### config.mk
export PLATFORM = sky130hd
export DESIGN_NAME = ccff_bitstream_loader
export DESIGN_NICKNAME = d
export VERILOG_FILES = /design/src/rtl/ccff_loader_pkg.sv /design/src/rtl/ccff_crc8_serial.sv /design/src/rtl/ccff_bitstream_loader.sv
export SDC_FILE = /design/constraint.sdc
export NUM_CORES = 1
export LEC_CHECK = 0
export ABC_AREA = 1
export CAP_MARGIN = 20
export CORE_UTILIZATION = 40
export CTS_BUF_LIST = sky130_fd_sc_hd__clkbuf_4 sky130_fd_sc_hd__clkbuf_8 sky130_fd_sc_hd__clkbuf_16
export DETAILED_ROUTE_END_ITERATION = 12
export PLACE_DENSITY = 0.69
export SLEW_MARGIN = 20
export SYNTH_ARGS = -nofsm -noshare
export SYNTH_HDL_FRONTEND = slang
export SYNTH_HIERARCHICAL = 1
export SYNTH_SLANG_ARGS = --single-unit
### constraint.sdc
create_clock -name prog_clk -period 2.2 [get_ports prog_clk]
set_input_delay 0.55 -clock prog_clk [delete_from_list [all_inputs] [get_ports prog_clk]]
set_output_delay 0.55 -clock prog_clk [all_outputs]
set_load 0.01 [all_outputs]
### src/rtl/ccff_loader_pkg.sv
// ccff_loader_pkg: shared types and helpers for the configuration-chain loader.
//   ccff_ld_state_t : loader FSM state encoding (CHECK is only reached when
//                     CCFF_LOADER_CRC_CHECK_EN is defined)
//   CCFF_CRC8_POLY  : CRC-8 generator polynomial (x^8 + x^2 + x + 1)
//   crc8_step()     : advance a CRC-8 by one serial bit
package ccff_loader_pkg;

  typedef enum logic [1:0] {
    ST_IDLE   = 2'd0,
    ST_LOAD   = 2'd1,
    ST_CHECK  = 2'd2,
    ST_FINISH = 2'd3
  } ccff_ld_state_t;

  localparam logic [7:0] CCFF_CRC8_POLY = 8'h07;

  // MSB-first serial CRC-8 update, matching the order bits enter the chain.
  function automatic logic [7:0] crc8_step(input logic [7:0] crc, input logic bit_in);
    logic fb;
    fb = crc[7] ^ bit_in;
    return {crc[6:0], 1'b0} ^ (fb ? CCFF_CRC8_POLY : 8'h00);
  endfunction

endpackage

### src/rtl/ccff_crc8_serial.sv
// ccff_crc8_serial: running CRC-8 over the bits clocked into the chain.
//   prog_clk  : programming clock
//   pReset_n  : asynchronous active-low reset
//   clr_i     : synchronous clear to the initial value 0x00
//   bit_en_i  : a chain bit is captured this cycle
//   bit_i     : the chain bit being captured
//   crc_o     : current CRC value
module ccff_crc8_serial
  import ccff_loader_pkg::*;
(
  input  logic       prog_clk,
  input  logic       pReset_n,
  input  logic       clr_i,
  input  logic       bit_en_i,
  input  logic       bit_i,
  output logic [7:0] crc_o
);

  logic [7:0] crc_q;

  // CRC register: cleared per session, advanced once per enabled chain bit.
  always_ff @(posedge prog_clk or negedge pReset_n) begin
    if (!pReset_n) begin
      crc_q <= 8'h00;
    end else if (clr_i) begin
      crc_q <= 8'h00;
    end else if (bit_en_i) begin
      crc_q <= crc8_step(crc_q, bit_i);
    end else begin
      crc_q <= crc_q;
    end
  end

  assign crc_o = crc_q;

endmodule

### src/rtl/ccff_bitstream_loader.sv
// ccff_bitstream_loader: serialises host words MSB-first into the fabric's
// configuration flip-flop chain.
//   prog_clk, pReset_n     : programming clock, async active-low reset
//   start                  : begins a session (only honoured in IDLE)
//   s_data/s_valid/s_ready : input word stream
//   ccff_head              : serial data into the chain
//   chain_clk_en           : chain captures ccff_head on this edge
//   config_enable          : high for the whole session
//   busy, done, error      : status (done is a one-cycle pulse, error sticky)
// Optional feature macro: CCFF_LOADER_CRC_CHECK_EN adds a CHECK state that
// accepts one trailing word and compares its low byte to a CRC-8 of the
// shifted bits.
module ccff_bitstream_loader
  import ccff_loader_pkg::*;
#(
  parameter int WORD_W    = 8,
  parameter int CHAIN_LEN = 1024
) (
  input  logic              prog_clk,
  input  logic              pReset_n,
  input  logic              start,
  input  logic [WORD_W-1:0] s_data,
  input  logic              s_valid,
  output logic              s_ready,
  output logic              ccff_head,
  output logic              chain_clk_en,
  output logic              config_enable,
  output logic              busy,
  output logic              done,
  output logic              error
);

  localparam int CNT_W = $clog2(CHAIN_LEN + 1);
  localparam int SH_W  = $clog2(WORD_W + 1);
  localparam logic [CNT_W-1:0] LAST_CNT = CNT_W'(CHAIN_LEN);
  localparam logic [SH_W-1:0]  FULL_CNT = SH_W'(WORD_W);

  ccff_ld_state_t    state_q;
  logic [WORD_W-1:0] hold_q;
  logic              hold_full_q;
  logic [WORD_W-1:0] sh_q;
  logic [SH_W-1:0]   sh_cnt_q;     // bits still to emit from sh_q
  logic [CNT_W-1:0]  bit_cnt_q;
  logic              ccff_head_q;
  logic              chain_clk_en_q;
  logic              config_enable_q;
  logic              done_q;

  logic              s_ready_s;
  logic              accept_s;
  logic              have_bit_s;
  logic              from_hold_s;
  logic              direct_s;
  logic [WORD_W-1:0] src_word_s;
  logic [SH_W-1:0]   src_cnt_s;

`ifdef CCFF_LOADER_CRC_CHECK_EN
  logic       error_q;
  logic [7:0] crc_s;
  logic       crc_clr_s;

  assign crc_clr_s = (state_q == ST_IDLE) && start;

  // The CRC follows the registered chain outputs, so it covers exactly the
  // bits the chain captured, in capture order.
  ccff_crc8_serial u_crc (
    .prog_clk (prog_clk),
    .pReset_n (pReset_n),
    .clr_i    (crc_clr_s),
    .bit_en_i (chain_clk_en_q),
    .bit_i    (ccff_head_q),
    .crc_o    (crc_s)
  );

  assign error = error_q;
`else
  assign error = 1'b0;
`endif

  // Ready: space in the holding register during LOAD, or the CRC word slot.
  always_comb begin
    s_ready_s = 1'b0;
    case (state_q)
      ST_LOAD:  s_ready_s = !hold_full_q;
`ifdef CCFF_LOADER_CRC_CHECK_EN
      ST_CHECK: s_ready_s = 1'b1;
`endif
      default:  s_ready_s = 1'b0;
    endcase
  end

  assign accept_s = s_valid && s_ready_s;

  // Next-bit source: shift register, then holding register, then a word
  // accepted this very cycle (bypass keeps first-bit latency at one cycle).
  always_comb begin
    have_bit_s  = 1'b0;
    from_hold_s = 1'b0;
    direct_s    = 1'b0;
    src_word_s  = '0;
    src_cnt_s   = '0;
    if ((state_q == ST_LOAD) && (bit_cnt_q != LAST_CNT)) begin
      if (sh_cnt_q != '0) begin
        have_bit_s = 1'b1;
        src_word_s = sh_q;
        src_cnt_s  = sh_cnt_q;
      end else if (hold_full_q) begin
        have_bit_s  = 1'b1;
        from_hold_s = 1'b1;
        src_word_s  = hold_q;
        src_cnt_s   = FULL_CNT;
      end else if (accept_s) begin
        have_bit_s = 1'b1;
        direct_s   = 1'b1;
        src_word_s = s_data;
        src_cnt_s  = FULL_CNT;
      end else begin
        have_bit_s = 1'b0;
      end
    end else begin
      have_bit_s = 1'b0;
    end
  end

  // Loader FSM, datapath and registered outputs.
  always_ff @(posedge prog_clk or negedge pReset_n) begin
    if (!pReset_n) begin
      state_q         <= ST_IDLE;
      hold_q          <= '0;
      hold_full_q     <= 1'b0;
      sh_q            <= '0;
      sh_cnt_q        <= '0;
      bit_cnt_q       <= '0;
      ccff_head_q     <= 1'b0;
      chain_clk_en_q  <= 1'b0;
      config_enable_q <= 1'b0;
      done_q          <= 1'b0;
`ifdef CCFF_LOADER_CRC_CHECK_EN
      error_q         <= 1'b0;
`endif
    end else begin
      chain_clk_en_q <= 1'b0;
      done_q         <= 1'b0;
      case (state_q)
        ST_IDLE: begin
          if (start) begin
            state_q         <= ST_LOAD;
            bit_cnt_q       <= '0;
            hold_full_q     <= 1'b0;
            sh_cnt_q        <= '0;
            config_enable_q <= 1'b1;
`ifdef CCFF_LOADER_CRC_CHECK_EN
            error_q         <= 1'b0;
`endif
          end
        end
        ST_LOAD: begin
          // ccff_head keeps its last value when no bit is available.
          if (have_bit_s) begin
            ccff_head_q    <= src_word_s[WORD_W-1];
            chain_clk_en_q <= 1'b1;
            sh_q           <= src_word_s << 1;
            sh_cnt_q       <= src_cnt_s - SH_W'(1);
            bit_cnt_q      <= bit_cnt_q + CNT_W'(1);
          end
          if (accept_s && !direct_s) begin
            hold_q      <= s_data;
            hold_full_q <= 1'b1;
          end else if (from_hold_s) begin
            hold_full_q <= 1'b0;
          end
          // Chain full: leftover word bits are dropped.
          if (bit_cnt_q == LAST_CNT) begin
            hold_full_q <= 1'b0;
            sh_cnt_q    <= '0;
`ifdef CCFF_LOADER_CRC_CHECK_EN
            state_q     <= ST_CHECK;
`else
            state_q         <= ST_FINISH;
            config_enable_q <= 1'b0;
            done_q          <= 1'b1;
`endif
          end
        end
`ifdef CCFF_LOADER_CRC_CHECK_EN
        ST_CHECK: begin
          if (accept_s) begin
            error_q         <= (s_data[7:0] != crc_s);
            state_q         <= ST_FINISH;
            config_enable_q <= 1'b0;
            done_q          <= 1'b1;
          end
        end
`endif
        ST_FINISH: begin
          state_q <= ST_IDLE;
        end
        default: begin
          state_q <= ST_IDLE;
        end
      endcase
    end
  end

  assign s_ready       = s_ready_s;
  assign ccff_head     = ccff_head_q;
  assign chain_clk_en  = chain_clk_en_q;
  assign config_enable = config_enable_q;
  assign busy          = (state_q != ST_IDLE);
  assign done          = done_q;

endmodule

==> flow_summary.yaml <==
outcome:
  outcome: "finished, final reports clean"
routing:
  drt_iter0_markers: 162
  wl_per_cell_microns: 11.5
  drc: 0
  drt-total-wl_microns: 4330
  vias_per_cell: 4.86
  dr.pass1.iters: 4
  antenna_left: 0
  vias: 1823
critical_path:
  start_kind: "flip-flop"
  reg2regPathDepth: 13
  cp.depth: 3
  required_ps: 1650
  end_kind: "primary output"
  arrival_ps: 1440
  crit_path_max_fanout: 2
  crit_type: "reg2out"
  crit_slowest_cell: "clkdlybuf4s50_1"
  worst-path-buf-inv: 2
  crit_family: "buffers and inverters"
  slowest_delay_ps: 530
  crit_path_cell_trace: "inv_1 -> nand2_1 -> clkdlybuf4s50_1"
cells_and_area:
  final_common_cell: "nand2_1"
  diodes: 0
  area_growth_pct: 17.2
  mostFrequentLayoutCells: "nand2_1, dfrtp_1, nor2_1"
  fin_nets: 323
  fill_cells: 495
  drive_gt1_share_pct: 11.0
  regArea_sq_um: 926
  multi_input_area_sq_um: 975
  fin_cells: 375
timing:
  setup-tns-final_ps: 0
  rsz0062_at_grt: "no"
  whs_ps: 198
  slew_viol_final: 0
  finalCritPeriodShare_pct: 90.4
  min_period_ps: 1990
  max_freq_mhz: 503
  finalHoldViolCount: 0
  setup_viol: 0
  finalClockSkew_ps: 9.08
synthesis:
  ys_ff_latch: 37
  postSynthAreaPerCell_sq_um: 7.36
  syn_nets: 300
  syn_area_sq_um: 2100
  ys_types: 26
  syn_inst: 285
  synth_top_area_share_pct: 44.1
  yosys_warnings: 6
  synth-seq-area-share_pct: 44.1
  yosysTopAreaCell: "dfrtp_1"
  synthTopCellsByArea: "dfrtp_1, nand2_1, nor2_1"
cts:
  cts_tree: "built"
  cts_num_sinks: 37
  cts-root-buf: "clkbuf_8"
  numCtsBuffers: 5
  cts_max_path_buffers: 2
  h-tree-depth: 2
  insertion_delay_ps: 290
  clkSlewWorstSetupHoldPaths_ps: 80
global_routing:
  antenna_found_initial: 0
  grt_usage_pct: 18.7
  grt_pass1_wl_microns: 7800
  first_global_vias: 1725
  overflow: 0
  grt_max_degree: 21
placement:
  hpwl_microns: 3130
  dpl.cell_count: 368
  port_buffers: 17
  place.gp.congestion: 0.918
power:
  swShare_pct: 38.4
  power_switching_mw: 1.07
  ir_drop_uv: 592
  p_int_mw: 1.72
  cellPowerDensity_nw_per_um2: 1140
  pwr-share-comb_pct: 39.6
  pwr-share-seq_pct: 40.1
  p_leak_nw: 1.26
  clockPowerShare_pct: 20.3
floorplan:
  die_w_microns: 74.4
  core_area_sq_um: 4880
  rows: 25
  die-area_sq_um: 5540
  die_h_microns: 74.4
  start_util_pct: 43.0
  design.portCount: 19
run:
  drv_cap: 0
min_path:
  hp-class: "in2async"
repair_timing:
item | 4_1_cts | 5_1_grt
gates resized for setup | 1 | 0
setup endpoints to repair | 1 | 0
buffers inserted | 0 | 0
hold buffers | 0 | 0
worst paths after layout:
kind / start / end / slack (ps)
max reg2reg: bit_cnt_q[1]$_DFFE_PN0P_ / sh_cnt_q[2]$_DFFE_PN0P_ / 430
min: pReset_n / hold_q[1]$_DFFE_PN0P_ / 200
min in group prog_clk: sh_cnt_q[3]$_DFFE_PN0P_ / sh_cnt_q[3]$_DFFE_PN0P_ / 470
max: state_q[1]$_DFFE_PN0P_ / busy / 210
min reg2reg: sh_cnt_q[3]$_DFFE_PN0P_ / sh_cnt_q[3]$_DFFE_PN0P_ / 470
max in group asynchronous: pReset_n / state_q[1]$_DFFE_PN0P_ / 1530
logic make-up after synthesis:
kind of cell    share of synthesized area (%)
fa+ha+maj                                1.79
simple gates                             34.6
xor+xnor                                0.835
flops                                    44.1
compound gates                           9.06
buf+inv                                  9.42
other cells                             0.179
cell usage after synthesis:
cell type and instances:
o21bai_1 1, clkbuf_1 3, o22ai_1 6, conb_1 1, ha_1 3, buf_6 3
nor3b_1 1, clkinv_1 1, a21oi_1 2, o21ai_2 8, xnor2_1 2, nand3_1 21
buf_2 2, nor2_1 34, nand3_2 1, dfrtp_1 37, nand4_1 5, inv_2 1
nand3_4 1, buf_4 2, nor2_8 1, inv_1 32, nand2_2 5, nand2_1 96
nor3_1 3, o21ai_0 13
state kept, by name (all words and copies together), names as in the netlist, 2 cells and up:
name,count
bit_cnt_q,11
hold_q,8
sh_q,7
sh_cnt_q,4
state_q,2
per-layer routing:
layer	track usage, %	part of all wire [%]
met1	25.6	49
met4	5.87	1.2
met5	0	0
met3	5.42	4.2
met2	28.7	45
stage by stage:
step	util, %	setup WS, ps	area (sq um)	total power [mW]
after global routing	50.4	147	2460	3.06
final	50.4	212	2460	2.79
after global placement	48.3	290	2360	2.20
after floorplan	-	412	2100	1.94
after detailed placement	48.3	255	2360	2.24
after CTS	50.4	194	2460	2.81
power by group through the flow:
stage / clock, mW / combinational (mW) / sequential (mW)
2_1_floorplan: 0 / 0.857 / 1.09
3_5_place_dp: 0 / 1.11 / 1.13
4_1_cts: 0.583 / 1.11 / 1.12
5_1_grt: 0.615 / 1.29 / 1.15
6_report: 0.568 / 1.11 / 1.12
3_3_place_gp: 0 / 1.07 / 1.13
worst reg2reg max path: stages (launching register included):
cell and delay [ps]:
dfrtp_1 420, inv_1 60, ha_1 200, nand2_1 70, nor2_1 40, nand2_1 120
nand2_2 70, inv_1 140, nand2_1 80, ha_1 190, nand3_1 110, nand2_1 60
nand2_1 60, nor2_1 40
layout make-up:
type / count / share of cell area, %
Inverter: 34 / 5.19
Timing Repair Buffer: 26 / 9.92
Multi-Input combinational cell: 204 / 39.6
Tap cell: 67 / 3.41
Sequential cell: 37 / 37.6
Clock inverter: 2 / 1.42
Clock buffer: 5 / 2.80
Note: power is estimated with default switching activity, not from simulation.
